[src/rtl/seven_segment_pkg.sv]
// Shared seven-segment definitions: segment bit order, glyph constants and
// the nibble-to-glyph function used by the decoder and the scan driver.
package seven_segment_pkg;

  localparam int unsigned SEG_W = 7;

  // Segment bit positions inside a glyph (gfedcba).
  localparam int unsigned SEG_BIT_A = 0;
  localparam int unsigned SEG_BIT_B = 1;
  localparam int unsigned SEG_BIT_C = 2;
  localparam int unsigned SEG_BIT_D = 3;
  localparam int unsigned SEG_BIT_E = 4;
  localparam int unsigned SEG_BIT_F = 5;
  localparam int unsigned SEG_BIT_G = 6;

  localparam logic [SEG_W-1:0] SEG_BLANK = 7'b0000000;
  localparam logic [SEG_W-1:0] SEG_0     = 7'b0111111;
  localparam logic [SEG_W-1:0] SEG_1     = 7'b0000110;
  localparam logic [SEG_W-1:0] SEG_2     = 7'b1011011;
  localparam logic [SEG_W-1:0] SEG_3     = 7'b1001111;
  localparam logic [SEG_W-1:0] SEG_4     = 7'b1100110;
  localparam logic [SEG_W-1:0] SEG_5     = 7'b1101101;
  // 6 and 9 carry tails so that 6 cannot be confused with b.
  localparam logic [SEG_W-1:0] SEG_6     = 7'b1111101;
  localparam logic [SEG_W-1:0] SEG_7     = 7'b0000111;
  localparam logic [SEG_W-1:0] SEG_8     = 7'b1111111;
  localparam logic [SEG_W-1:0] SEG_9     = 7'b1101111;
  localparam logic [SEG_W-1:0] SEG_A     = 7'b1110111;
  localparam logic [SEG_W-1:0] SEG_B     = 7'b1111100;
  localparam logic [SEG_W-1:0] SEG_C     = 7'b0111001;
  localparam logic [SEG_W-1:0] SEG_D     = 7'b1011110;
  localparam logic [SEG_W-1:0] SEG_E     = 7'b1111001;
  localparam logic [SEG_W-1:0] SEG_F     = 7'b1110001;

  // Glyph for one nibble; 10..15 are blank unless hex is set.
  function automatic logic [SEG_W-1:0] nibble_to_seg(input logic [3:0] nibble,
                                                     input logic       hex);
    logic [SEG_W-1:0] seg;
    seg = SEG_BLANK;
    case (nibble)
      4'h0: seg = SEG_0;
      4'h1: seg = SEG_1;
      4'h2: seg = SEG_2;
      4'h3: seg = SEG_3;
      4'h4: seg = SEG_4;
      4'h5: seg = SEG_5;
      4'h6: seg = SEG_6;
      4'h7: seg = SEG_7;
      4'h8: seg = SEG_8;
      4'h9: seg = SEG_9;
      4'hA: seg = hex ? SEG_A : SEG_BLANK;
      4'hB: seg = hex ? SEG_B : SEG_BLANK;
      4'hC: seg = hex ? SEG_C : SEG_BLANK;
      4'hD: seg = hex ? SEG_D : SEG_BLANK;
      4'hE: seg = hex ? SEG_E : SEG_BLANK;
      4'hF: seg = hex ? SEG_F : SEG_BLANK;
      default: seg = SEG_BLANK;
    endcase
    return seg;
  endfunction

endpackage

[src/rtl/seven_segment_decode.sv]
// Combinational nibble -> seven-segment glyph decoder.
// Ports: nibble (4-bit digit), hex (show A..F for 10..15),
//        segments_c (active-high gfedcba, combinational).
module seven_segment_decode
  import seven_segment_pkg::*;
(
  input  logic [3:0]       nibble,
  input  logic             hex,
  output logic [SEG_W-1:0] segments_c
);

  assign segments_c = nibble_to_seg(nibble, hex);

endmodule

[src/rtl/seven_segment_scan.sv]
// Multiplexed seven-segment scan driver: captures a DIGITS-wide nibble value
// on load and scans one digit per DWELL cycles onto a shared segment bus.
// Ports: clk, reset (sync, active-high), load, value, dp_in, hex_mode,
//        lz_blank in; segments, dp, digit_en out (all registered).
module seven_segment_scan
  import seven_segment_pkg::*;
#(
  parameter int unsigned DIGITS = 4,
  parameter int unsigned DWELL  = 1
) (
  input  logic                  clk,
  input  logic                  reset,
  input  logic                  load,
  input  logic [4*DIGITS-1:0]   value,
  input  logic [DIGITS-1:0]     dp_in,
  input  logic                  hex_mode,
  input  logic                  lz_blank,
  output logic [SEG_W-1:0]      segments,
  output logic                  dp,
  output logic [DIGITS-1:0]     digit_en
);

  localparam int unsigned VAL_W = 4 * DIGITS;
  localparam int unsigned CNT_W = (DWELL > 1) ? $clog2(DWELL) : 1;
  localparam int unsigned IDX_W = $clog2(DIGITS);
  localparam logic [CNT_W-1:0] CNT_LAST = CNT_W'(DWELL - 1);
  localparam logic [IDX_W-1:0] IDX_LAST = IDX_W'(DIGITS - 1);

  logic [VAL_W-1:0]  value_q;
  logic [DIGITS-1:0] dp_q;
  logic              hex_q;
  logic              lz_q;
  logic              valid_q;

  logic [CNT_W-1:0]  dwell_cnt;
  logic [IDX_W-1:0]  idx;

  logic [DIGITS-1:0] nz_above;
  logic [DIGITS-1:0] lz_mask;
  logic [3:0]        cur_nibble;
  logic [SEG_W-1:0]  dec_seg_c;
  logic [SEG_W-1:0]  seg_d;
  logic              dp_d;
  logic [DIGITS-1:0] en_d;

  // Shadow registers, updated atomically on load.
  always_ff @(posedge clk) begin
    if (reset) begin
      value_q <= '0;
      dp_q    <= '0;
      hex_q   <= 1'b0;
      lz_q    <= 1'b0;
      valid_q <= 1'b0;
    end else if (load) begin
      value_q <= value;
      dp_q    <= dp_in;
      hex_q   <= hex_mode;
      lz_q    <= lz_blank;
      valid_q <= 1'b1;
    end
  end

  // Dwell counter and digit index; independent of load.
  always_ff @(posedge clk) begin
    if (reset) begin
      dwell_cnt <= '0;
      idx       <= '0;
    end else if (dwell_cnt == CNT_LAST) begin
      dwell_cnt <= '0;
      idx       <= (idx == IDX_LAST) ? '0 : idx + IDX_W'(1);
    end else begin
      dwell_cnt <= dwell_cnt + CNT_W'(1);
    end
  end

  // Prefix-OR from the MSB digit: nz_above[i] set when digit i or any higher
  // digit is non-zero. Only changes when value_q does, i.e. once per load.
  always_comb begin
    nz_above = '0;
    nz_above[DIGITS-1] = |value_q[VAL_W-1 -: 4];
    for (int i = int'(DIGITS) - 2; i >= 0; i--) begin
      nz_above[i] = nz_above[i+1] | (|value_q[4*i +: 4]);
    end
    lz_mask    = ~nz_above;
    lz_mask[0] = 1'b0;
  end

  assign cur_nibble = value_q[{idx, 2'b00} +: 4];

  seven_segment_decode u_decode (
    .nibble     (cur_nibble),
    .hex        (hex_q),
    .segments_c (dec_seg_c)
  );

  // Next output values, all derived from the same index so they stay aligned.
  always_comb begin
    seg_d = SEG_BLANK;
    dp_d  = dp_q[idx] & valid_q;
    en_d  = DIGITS'(1) << idx;
    if (valid_q && !(lz_q && lz_mask[idx])) begin
      seg_d = dec_seg_c;
    end
  end

  // Output registers.
  always_ff @(posedge clk) begin
    if (reset) begin
      segments <= SEG_BLANK;
      dp       <= 1'b0;
      digit_en <= '0;
    end else begin
      segments <= seg_d;
      dp       <= dp_d;
      digit_en <= en_d;
    end
  end

endmodule

[config.mk]
export PLATFORM = sky130hd
export DESIGN_NAME = seven_segment_scan
export DESIGN_NICKNAME = d
export VERILOG_FILES = /design/src/rtl/seven_segment_pkg.sv /design/src/rtl/seven_segment_decode.sv /design/src/rtl/seven_segment_scan.sv
export SDC_FILE = /design/constraint.sdc
export NUM_CORES = 1
export LEC_CHECK = 0
export ABC_AREA = 0
export CAP_MARGIN = 20
export CORE_ASPECT_RATIO = 1.5
export CORE_MARGIN = 4
export CORE_UTILIZATION = 49
export DETAILED_ROUTE_END_ITERATION = 8
export PLACE_DENSITY_LB_ADDON = 0.05
export SLEW_MARGIN = 15
export SYNTH_ARGS = -nofsm -noshare
export SYNTH_HDL_FRONTEND = slang
export SYNTH_SLANG_ARGS = --single-unit
[constraint.sdc]
create_clock -name clk -period 2.6 [get_ports clk]
set_input_delay 0.52 -clock clk [delete_from_list [all_inputs] [get_ports clk]]
set_output_delay 0.52 -clock clk [all_outputs]
set_load 0.02 [all_outputs]
# After elaboration in Yosys (flattened, before gate mapping)
# Cells that the tools add are included.
[word_totals] wordCells=60 ff_bits=38 output_inout_bits=12 inputBits=25
[op_classes] n_reduce_logical=10 addsub=2 shift=2 eq_ne=16 n_bitwise=7 magnitude_cmp=1 n_mux=12
[ops] op="case mux 7 bit (16 select lines)" count=1
[ops] op="two-way mux 7 bit" count=5
[ops] op="== test 4 bit (second input constant)" count=8
[ops] op="== test 4 x 3 -> 1 bit (second input constant)" count=4
[ops] op="OR reduction 4 bit" count=4
[ops] op="indexed part select 16 x 5 -> 4 bit" count=1
[ops] op="== test 4 x 2 -> 1 bit (second input constant)" count=2
[ops] op="two-way mux 6 bit" count=1
[ops] op="binary-select mux 1 bit (select 2 bit)" count=2
[ops] op="== test 4 x 1 -> 1 bit (second input constant)" count=1
[ops] op="logical NOT 4 bit" count=1
[ops] op="NOT 4 bit" count=1
[ops] op="OR reduction 2 bit" count=2
[ops] op="left shift 1 x 2 -> 4 bit (first input constant)" count=1
[ops] op="less-than comparator 2 x 3 -> 1 bit (second input constant)" count=1
[ops] op="bitwise OR 1 bit" count=3
[ops] op="adder 2 x 1 -> 2 bit (second input constant)" count=1
[ops] op="== test 2 bit (second input constant)" count=1
[ops] op="logical AND 1 bit" count=2
[ops] op="two-way mux 1 bit" count=2
[ops] op="two-way mux 2 bit" count=1
[ops] op="NOT 1 bit" count=2
[ops] op="adder 1 bit (second input constant)" count=1
[ops] op="bitwise AND 1 bit" count=1
[ops] op="logical NOT 1 bit" count=1

# Logic depth before layout (Yosys ltp)
# Gate-level depths: netlist (run 1).
[depth] word_depth=12 ltp_mapped=7

# Modules after synthesis
# From an unflattened synthesis (run 1), not the netlist that was laid out.
[hier_totals] cells_unflattened=177 area_unflattened_um2=1720.4
[by_module_without_submodules] module="seven_segment_scan" instances=1 area_each_um2=1453.9 cells_each=132
[by_module_without_submodules] module="seven_segment_decode" instances=1 area_each_um2=266.5 cells_each=45

# Worst setup path after synthesis (run 1)
# No wires, ideal clock.
[synth_timing] path_type="register to register" start="register idx[0]" end="register segments[6]" stages_incl_launch_ff=7 setup_slack_ps=723 period_less_slack_ps=1877 arrival_time_ps=1728 path_cell_list="dfxtp_1 -> buf_6 -> buf_6 -> mux4_2 -> or3b_2 -> o211ai_1 -> a21oi_1"
[synth_between] elab_chain_len=7 word_cells_on_any_way=25
[synth_rtl] element="start: declaration" line="seven_segment_scan.sv:36" text="logic [IDX_W-1:0] idx;"
[synth_rtl] element="start signal: assignment" line="seven_segment_scan.sv:70" text="idx <= (idx == IDX_LAST) ? '0 : idx + IDX_W'(1);"
[synth_rtl] element="branches (longest 7 deep; another with indexed part select 16 x 5 -> 4 bit)"
[synth_rtl] element="end signal: assignment" line="seven_segment_scan.sv:113" text="segments <= seg_d;"
[synth_rtl] element="end: declaration" line="seven_segment_scan.sv:18" text="output logic [SEG_W-1:0] segments,"
# Parallel ways; which one is timed is not known. The select of a mux whose other input is x is not followed.
# A chain may end at the register's enable or synchronous reset.

# Worst setup path after layout (run 1)
[layout_timing] start="register idx[0]" end="register segments[3]"
# The elaborated chain is that of the path after synthesis.

==> results of run 1 <==
==> power breakdown <==
group          internal [W]  switching, W
clock              0.000184      0.000182
sequential         0.000618     0.0000273
combinational      0.000129      0.000112
==> metrics by stage <==
stage / util / power (W) / hold slack [ps]
3_5_place_dp: 0.635 / 0.000901 / 453
4_1_cts: 0.658 / 0.00127 / 469
3_3_place_gp: 0.635 / 0.000889 / 444
6_report: 0.658 / 0.00125 / 463
2_1_floorplan: - / 0.000815 / 427
5_1_grt: 0.658 / 0.00132 / 489
==> sequential cells by signal, summed over array words and instances, names as in the netlist <==
name	flops
dp_q	4
dwell_cnt	1
dp	1
digit_en	4
value_q	16
idx	2
lz_q	1
valid_q	1
hex_q	1
segments	7
==> cell families after synthesis <==
family	synth area share
multiplexers	0.213
AO/OA/AOI/OAI	0.120
AND/OR/NAND/NOR	0.152
XOR/XNOR	0.00528
buffers and inverters	0.0407
adder cells (fa/ha/maj)	0.00754
other	0.00226
flip-flops	0.459
==> layout make-up <==
type | instances | area [sq um]
clock buffer | 7 | 76.3
fill | 279 | 1090
multi-input combinational | 110 | 831
sequential | 38 | 761
tap | 40 | 50.0
timing repair buffer | 39 | 383
==> routing by layer <==
layer | track usage | up-vias | share of wire
li1 | - | 633 | -
met1 | 0.165 | 602 | 0.36
met2 | 0.346 | 25 | 0.59
met3 | 0.0407 | 6 | 0.036
met4 | 0.0584 | 0 | 0.013
met5 | 0 | - | 0
==> worst min-delay path, cell delays in order (launching register included) <==
cell and delay, ps:
dfxtp_1 320, nor2_1 40, nor2_1 60
==> worst max-delay path by stage <==
stage / slack [ps] / endpoint / startpoint / cells after the start
after global placement: 610 / segments[3]$_SDFF_PP0_ / idx[0]$_SDFFE_PP0N_ / 4
after global routing: 290 / segments[3]$_SDFF_PP0_ / idx[0]$_SDFFE_PP0N_ / 4
after detailed placement: 490 / segments[3]$_SDFF_PP0_ / idx[0]$_SDFFE_PP0N_ / 4
final: 490 / segments[3]$_SDFF_PP0_ / idx[0]$_SDFFE_PP0N_ / 4
after CTS: 460 / segments[3]$_SDFF_PP0_ / idx[0]$_SDFFE_PP0N_ / 4
after floorplan: 720 / segments[6]$_SDFF_PP0_ / idx[0]$_SDFFE_PP0N_ / 6
==> synth_stat cells <==
cell type,count
a2111oi_2,1
a211o_1,1
a21boi_0,1
a21oi_1,10
a2bb2oi_1,1
and2_1,3
and3b_1,2
buf_1,2
buf_2,3
buf_6,2
clkbuf_1,6
conb_1,1
dfxtp_1,38
ha_1,1
mux2_2,1
mux2i_1,23
mux4_2,5
nand2b_1,1
nor2_1,29
nor2b_1,5
nor3_1,3
nor3b_1,2
nor4_1,2
nor4b_1,1
o211ai_1,2
o21a_1,2
o21ai_0,4
o21bai_1,1
o22a_1,3
o2bb2ai_1,1
o41ai_2,1
or3b_2,1
or4b_2,1
xnor2_1,1
==> impl_metrics.json, run 1 <==
{
  "status": "complete, no violations",
  "drt-total-wl_microns": 3510,
  "final_common_cell": "dfxtp_1",
  "routed-via-count": 1266,
  "drive_above_1_share": 0.0928,
  "path_max_fanout": 18,
  "coreArea_sq_um": 3190,
  "hold_path_class": "reg2reg",
  "grt_overflow": 0,
  "pre_cts_ws_ps": 492,
  "htree_levels": 2,
  "clock.fmax_mhz": 473,
  "ys_seq_area_frac": 0.459,
  "setup_tns_ps": 0,
  "cts_buffers": 5,
  "yosysTopAreaCellShare": 0.459,
  "cts_tree": "built",
  "crit_type": "reg2reg",
  "final.setup.worst_slack_ps": 486,
  "cpLargestDelayFamily": "multiplexers",
  "synth_cell_types": 34,
  "ff2ff_path_depth": 4,
  "critPathRequiredTime_ps": 2780,
  "track_usage": 0.172,
  "end_kind": "register",
  "synth.avg_cell_area_sq_um": 10.3,
  "cp.arrival_ps": 2300,
  "synth_area_sq_um": 1660,
  "dp.final_hpwl_microns": 2680,
  "start_util": 0.520,
  "grt_max_degree": 30,
  "synth_seq_cells": 38,
  "clkTransAtPathRegs_ps": 70,
  "start_kind": "register",
  "drtAntennaViolNets": 0,
  "holdCritStartpoint": "valid_q$_SDFFE_PP0P_",
  "worstReg2RegStart": "idx[0]$_SDFFE_PP0N_",
  "dpl_cell_area_sq_um": 2020,
  "reg2reg_to": "segments[3]$_SDFF_PP0_",
  "power_leakage_nw": 0.852,
  "yosysTopAreaCell": "dfxtp_1",
  "clock_sinks": 38,
  "most-common-layout-cells": "dfxtp_1, clkdlybuf4s50_1, nor2_1",
  "io_pins": 37,
  "antenna_found_initial": 0,
  "first_global_vias": 1292,
  "max_cap_viol_count": 0,
  "portBuffers": 36,
  "syn2layout_area_growth_pct": 26.6,
  "via_per_inst": 5.41,
  "tightestPinTransition_ps": 779,
  "cp_slowest_cell": "mux4_2",
  "slowest_delay_ps": 710,
  "min_period_ps": 2110,
  "finalHoldViolations": 0,
  "place_inst": 227,
  "die_width_microns": 55.5,
  "reg2reg_slack_ps": 490,
  "ir_worst_vdd_v": 0.000464,
  "clk_latency_ps": 280,
  "instances_no_fill": 234,
  "dieArea_sq_um": 4400,
  "netlist_instances": 161,
  "hold_buffers": 0,
  "setup-violations-final": 0,
  "power_density_nw_per_um2": 596,
  "wl_per_cell_microns": 15.0,
  "n_antenna_cell": 0,
  "hold_depth": 2,
  "post_cts_resized": 0,
  "drcViolationCount": 0,
  "crit_chain": "mux4_2 > nor2_1 > o2bb2ai_1 > a2111oi_2",
  "syn_nets": 187,
  "synthTopCellsByArea": "dfxtp_1, mux2i_1, mux4_2",
  "relSlewSlack": 0.475,
  "first_pass_iters": 4,
  "fin_skew_ps": 6.11,
  "cts_root_buffer": "clkbuf_8",
  "holdPathEnd": "valid_q$_SDFFE_PP0P_",
  "final_net_count": 220,
  "fin_crit_sh": 0.813,
  "clockBufferDepth": 2,
  "rows": 25,
  "die_h_microns": 79.3,
  "place_congestion": 0.677,
  "stdcell_area_sq_um": 2100,
  "synth_warnings": 0,
  "post-cts-setup-buffers": 0,
  "drv_slew": 0,
  "rsz0062_at_grt": "false",
  "grt_pass1_wl_microns": 5890,
  "critical_path_buf_inv_count": 0,
  "drt_iter0_markers": 32
}
Note: power is estimated with default switching activity, not from simulation.
==> run 2: changes to the inputs <==
==> constraint.sdc (replaced) <==
create_clock -name clk -period 2 [get_ports clk]
set_input_delay 0.4 -clock clk [delete_from_list [all_inputs] [get_ports clk]]
set_output_delay 0.4 -clock clk [all_outputs]
set_load 0.02 [all_outputs]
==> impl_metrics.json, run 2 (synthesized netlist as in run 1, its figures left out) <==
{
  "htree_levels": 2,
  "cts_tree": "built",
  "grt_overflow": 0,
  "fin_skew_ps": 4.31,
  "critPathRequiredTime_ps": 2170,
  "via_per_inst": 5.28,
  "die_h_microns": 79.3,
  "nFillCells": 267,
  "setup_tns_ps": 0,
  "portBuffers": 36,
  "power_leakage_nw": 0.923,
  "drv_slew": 0,
  "clock_sinks": 38,
  "drt_iter0_markers": 16,
  "ir_worst_vdd_v": 0.000603,
  "top_regs": "value_q (16), segments (7)",
  "syn2layout_area_growth_pct": 34.8,
  "dieArea_sq_um": 4400,
  "start_util": 0.520,
  "clk_latency_ps": 290,
  "multi_input_comb_area_sq_um": 842,
  "clock.fmax_mhz": 530,
  "most-common-layout-cells": "dfxtp_1, clkdlybuf4s50_1, nor2_1",
  "cp.arrival_ps": 2060,
  "place_congestion": 0.683,
  "grt_pass1_wl_microns": 6020,
  "routed-via-count": 1273,
  "first_global_vias": 1330,
  "rsz0062_at_grt": "false",
  "post_cts_resized": 1,
  "final_common_cell": "dfxtp_1",
  "drcViolationCount": 0,
  "min_period_ps": 1890,
  "grt_max_degree": 30,
  "final_net_count": 226,
  "stdcell_area_sq_um": 2240,
  "post-cts-setup-buffers": 0,
  "finalHoldViolations": 0,
  "hold_buffers": 0,
  "clkTransAtPathRegs_ps": 70,
  "status": "complete, no violations",
  "track_usage": 0.178,
  "cts_buffers": 5,
  "end_kind": "register",
  "start_kind": "register",
  "hold_path_class": "reg2reg",
  "wl_per_cell_microns": 15.1,
  "cts_root_buffer": "clkbuf_8",
  "drive_above_1_share": 0.139,
  "path_max_fanout": 7,
  "drt-total-wl_microns": 3630,
  "first_pass_iters": 4,
  "largest-register": "value_q",
  "drtAntennaViolNets": 0,
  "antenna_found_initial": 0,
  "max_cap_viol_count": 0,
  "final-seq-area_sq_um": 762,
  "dpl_cell_area_sq_um": 2080,
  "n_antenna_cell": 0,
  "setup-violations-final": 0,
  "io_pins": 37,
  "largest_reg_flops": 16,
  "die_width_microns": 55.5,
  "crit_type": "reg2reg",
  "clockBufferDepth": 2,
  "power_density_nw_per_um2": 883,
  "fin_crit_sh": 0.944,
  "coreArea_sq_um": 3190,
  "rows": 25
}
run 2: cell count changes in the layout (fill, tap and decap cells not counted):
cell	before	now
buf_12	0	1
buf_4	3	8
bufinv_16	0	2
clkbuf_1	2	0
clkbuf_8	5	6
dfxtp_1	38	37
dfxtp_2	0	1
o41ai_2	1	0
o41ai_4	0	1
run 2: layout make-up:
type	count	share of cell area
clock buffers	6	0.0369
repair buffers	45	0.197
clock inverters	2	0.0268
flip-flops and latches	38	0.341
multi-input cells	110	0.376
well taps	40	0.0224
run 2: stage by stage:
stage / cells / power (W) / setup WS (ps) / hold slack [ps] / utilization
floorplan: 161 / 0.00106 / 123 / 427 / -
global placement: 233 / 0.00118 / 143 / 442 / 0.653
detailed placement: 233 / 0.00119 / 69.5 / 458 / 0.653
CTS: 241 / 0.00199 / 103 / 476 / 0.698
global route: 241 / 0.00207 / 45.1 / 505 / 0.701
finish: 241 / 0.00197 / 113 / 469 / 0.701
run 2: power by group:
group	leakage (nW)	internal, W	total [W]	switching, W
Combinational	0.538	0.000185	0.000340	0.000155
Clock	0.0714	0.000532	0.000798	0.000266
Sequential	0.314	0.000804	0.000837	0.0000332
Total	0.923	0.00152	0.00197	0.000454
run 2: path summary, 6_finish.rpt:
path | start | to | slack (ps) | depth (start not counted)
min reg2reg | valid_q$_SDFFE_PP0P_ | valid_q$_SDFFE_PP0P_ | 470 | 2
min | valid_q$_SDFFE_PP0P_ | valid_q$_SDFFE_PP0P_ | 470 | 2
max reg2reg | idx[0]$_SDFFE_PP0N_ | segments[3]$_SDFF_PP0_ | 110 | 4
max | idx[0]$_SDFFE_PP0N_ | segments[3]$_SDFF_PP0_ | 110 | 4
run 2: metal layers:
layer	vias up	wire length (microns)	GRT usage
li1	646	-	-
met1	598	1310	0.162
met2	22	2120	0.358
met3	7	142	0.0455
met4	0	65	0.0803
met5	-	0	0
run 2: critical path, stage by stage (launching register included):
cell and delay (ps):
dfxtp_2 420, mux4_2 550, and2_1 200, o21a_1 200
a2111oi_2 390
==> run 3: changes to the inputs <==
--- a/config.mk
+++ b/config.mk
@@ -12,6 +12,7 @@
 export CORE_UTILIZATION = 49
 export DETAILED_ROUTE_END_ITERATION = 8
 export PLACE_DENSITY_LB_ADDON = 0.05
+export SETUP_SLACK_MARGIN = 0.2
 export SLEW_MARGIN = 15
 export SYNTH_ARGS = -nofsm -noshare
 export SYNTH_HDL_FRONTEND = slang
==> impl_metrics.json, run 3 (synthesized netlist as in run 1, its figures left out) <==
{
  "cp.arrival_ps": 1990,
  "grt_util_met1": 0.163,
  "drive_above_1_share": 0.144,
  "cts_root_buffer": "clkbuf_8",
  "die_width_microns": 55.5,
  "start_kind": "register",
  "hold_path_class": "reg2reg",
  "gr-usage-met2": 0.371,
  "crit_type": "reg2reg",
  "place_congestion": 0.711,
  "grt_most_used_layer": "met2",
  "clockBufferDepth": 2,
  "final_net_count": 227,
  "via_per_inst": 5.42,
  "io_pins": 37,
  "setup_tns_ps": 0,
  "p_total_w": 0.00181,
  "clk_latency_ps": 290,
  "largest_reg_flops": 16,
  "drv_slew": 0,
  "antenna_found_initial": 0,
  "max_cap_viol_count": 0,
  "die_h_microns": 79.3,
  "end_kind": "register",
  "portBuffers": 36,
  "gr-usage-met3": 0.0455,
  "clock.fmax_mhz": 568,
  "drcViolationCount": 0,
  "stdcell_area_sq_um": 2210,
  "syn2layout_area_growth_pct": 33.1,
  "most-common-layout-cells": "dfxtp_1, clkdlybuf4s50_1, nor2_1",
  "first_pass_iters": 4,
  "grt_overflow": 0,
  "status": "complete, no violations",
  "drtAntennaViolNets": 0,
  "final.setup.worst_slack_ps": 239,
  "first_global_vias": 1376,
  "n_antenna_cell": 0,
  "clock_sinks": 38,
  "utilization": 0.692,
  "clkTransAtPathRegs_ps": 80,
  "routed-via-count": 1312,
  "final-seq-area_sq_um": 764,
  "final_common_cell": "dfxtp_1",
  "min_period_ps": 1760,
  "power_density_nw_per_um2": 821,
  "power_leakage_nw": 0.915,
  "path_max_fanout": 10,
  "grt_pass1_wl_microns": 6100,
  "dp.final_hpwl_microns": 2750,
  "top_regs": "value_q (16), segments (7)",
  "fin_crit_sh": 0.880,
  "cts_tree": "built",
  "track_usage": 0.179,
  "drt_iter0_markers": 20,
  "coreArea_sq_um": 3190,
  "multi_input_comb_area_sq_um": 833,
  "rows": 25,
  "grt_max_degree": 30,
  "setup-violations-final": 0,
  "rsz0062_at_grt": "true",
  "drt-total-wl_microns": 3750,
  "cts_buffers": 5,
  "wl_per_cell_microns": 15.5,
  "pre_cts_ws_ps": 161,
  "dieArea_sq_um": 4400,
  "htree_levels": 2,
  "critPathRequiredTime_ps": 2230,
  "largest-register": "value_q",
  "finalHoldViolations": 0,
  "fin_skew_ps": 5.75,
  "nFillCells": 285,
  "ir_worst_vdd_v": 0.000561,
  "start_util": 0.520,
  "dpl_cell_area_sq_um": 2080
}
## run 3: changes by cell type in the layout (fill, tap and decap cells not counted)
cell,before,now
buf_6,0,1
bufinv_16,2,1
clkbuf_8,6,5
clkinv_2,0,2
dfxtp_2,1,0
dfxtp_4,0,1
o41ai_2,0,1
o41ai_4,1,0
or3b_2,1,0
or3b_4,0,1
## run 3: per-stage QoR
| step | hold slack, ps | std cells |
|---|---|---|
| 6_report | 469 | 242 |
| 5_1_grt | 501 | 242 |
| 4_1_cts | 473 | 241 |
| 3_5_place_dp | 455 | 232 |
| 3_3_place_gp | 442 | 232 |
| 2_1_floorplan | 427 | 161 |
## run 3: what timing repair did
item                       in CTS  in global routing
hold buffers                    0                  0
pin swaps                       0                  1
gates resized for setup         1                  1
buffers inserted                1                  1
setup endpoints to repair       3                  5
## run 3: where the power goes
group          total, W  switching (W)  internal [W]
Combinational  0.000347       0.000158      0.000189
Sequential     0.000836      0.0000330      0.000803
Clock          0.000631       0.000264      0.000367
Total           0.00181       0.000455       0.00136
## run 3: worst max-delay path: stages, from the launching register on
cell and delay, ps:
dfxtp_4 390, mux4_2 560, buf_4 200, mux2_2 270, o22a_1 180, a21oi_1 110
## run 3: worst paths after layout
path,from,end,slack [ps],cells past startpoint
min reg2reg,valid_q$_SDFFE_PP0P_,valid_q$_SDFFE_PP0P_,470,2
max,idx[0]$_SDFFE_PP0N_,segments[5]$_SDFF_PP0_,240,5
min,valid_q$_SDFFE_PP0P_,valid_q$_SDFFE_PP0P_,470,2
max reg2reg,idx[0]$_SDFFE_PP0N_,segments[5]$_SDFF_PP0_,240,5
## run 3: routing by layer
metal / wire, microns / share of wire / up-vias
met4: 48 / 0.013 / 0
met3: 133 / 0.035 / 7
met5: 0 / 0 / -
li1: - / - / 648
met2: 2250 / 0.60 / 27
met1: 1310 / 0.35 / 630
## run 3: final cells by class
| cell class | instances | area share |
|---|---|---|
| tap | 40 | 0.0227 |
| clock buffer | 5 | 0.0312 |
| multi-input combinational | 110 | 0.377 |
| sequential | 38 | 0.346 |
| clock inverter | 3 | 0.0181 |
| timing repair buffer | 46 | 0.205 |
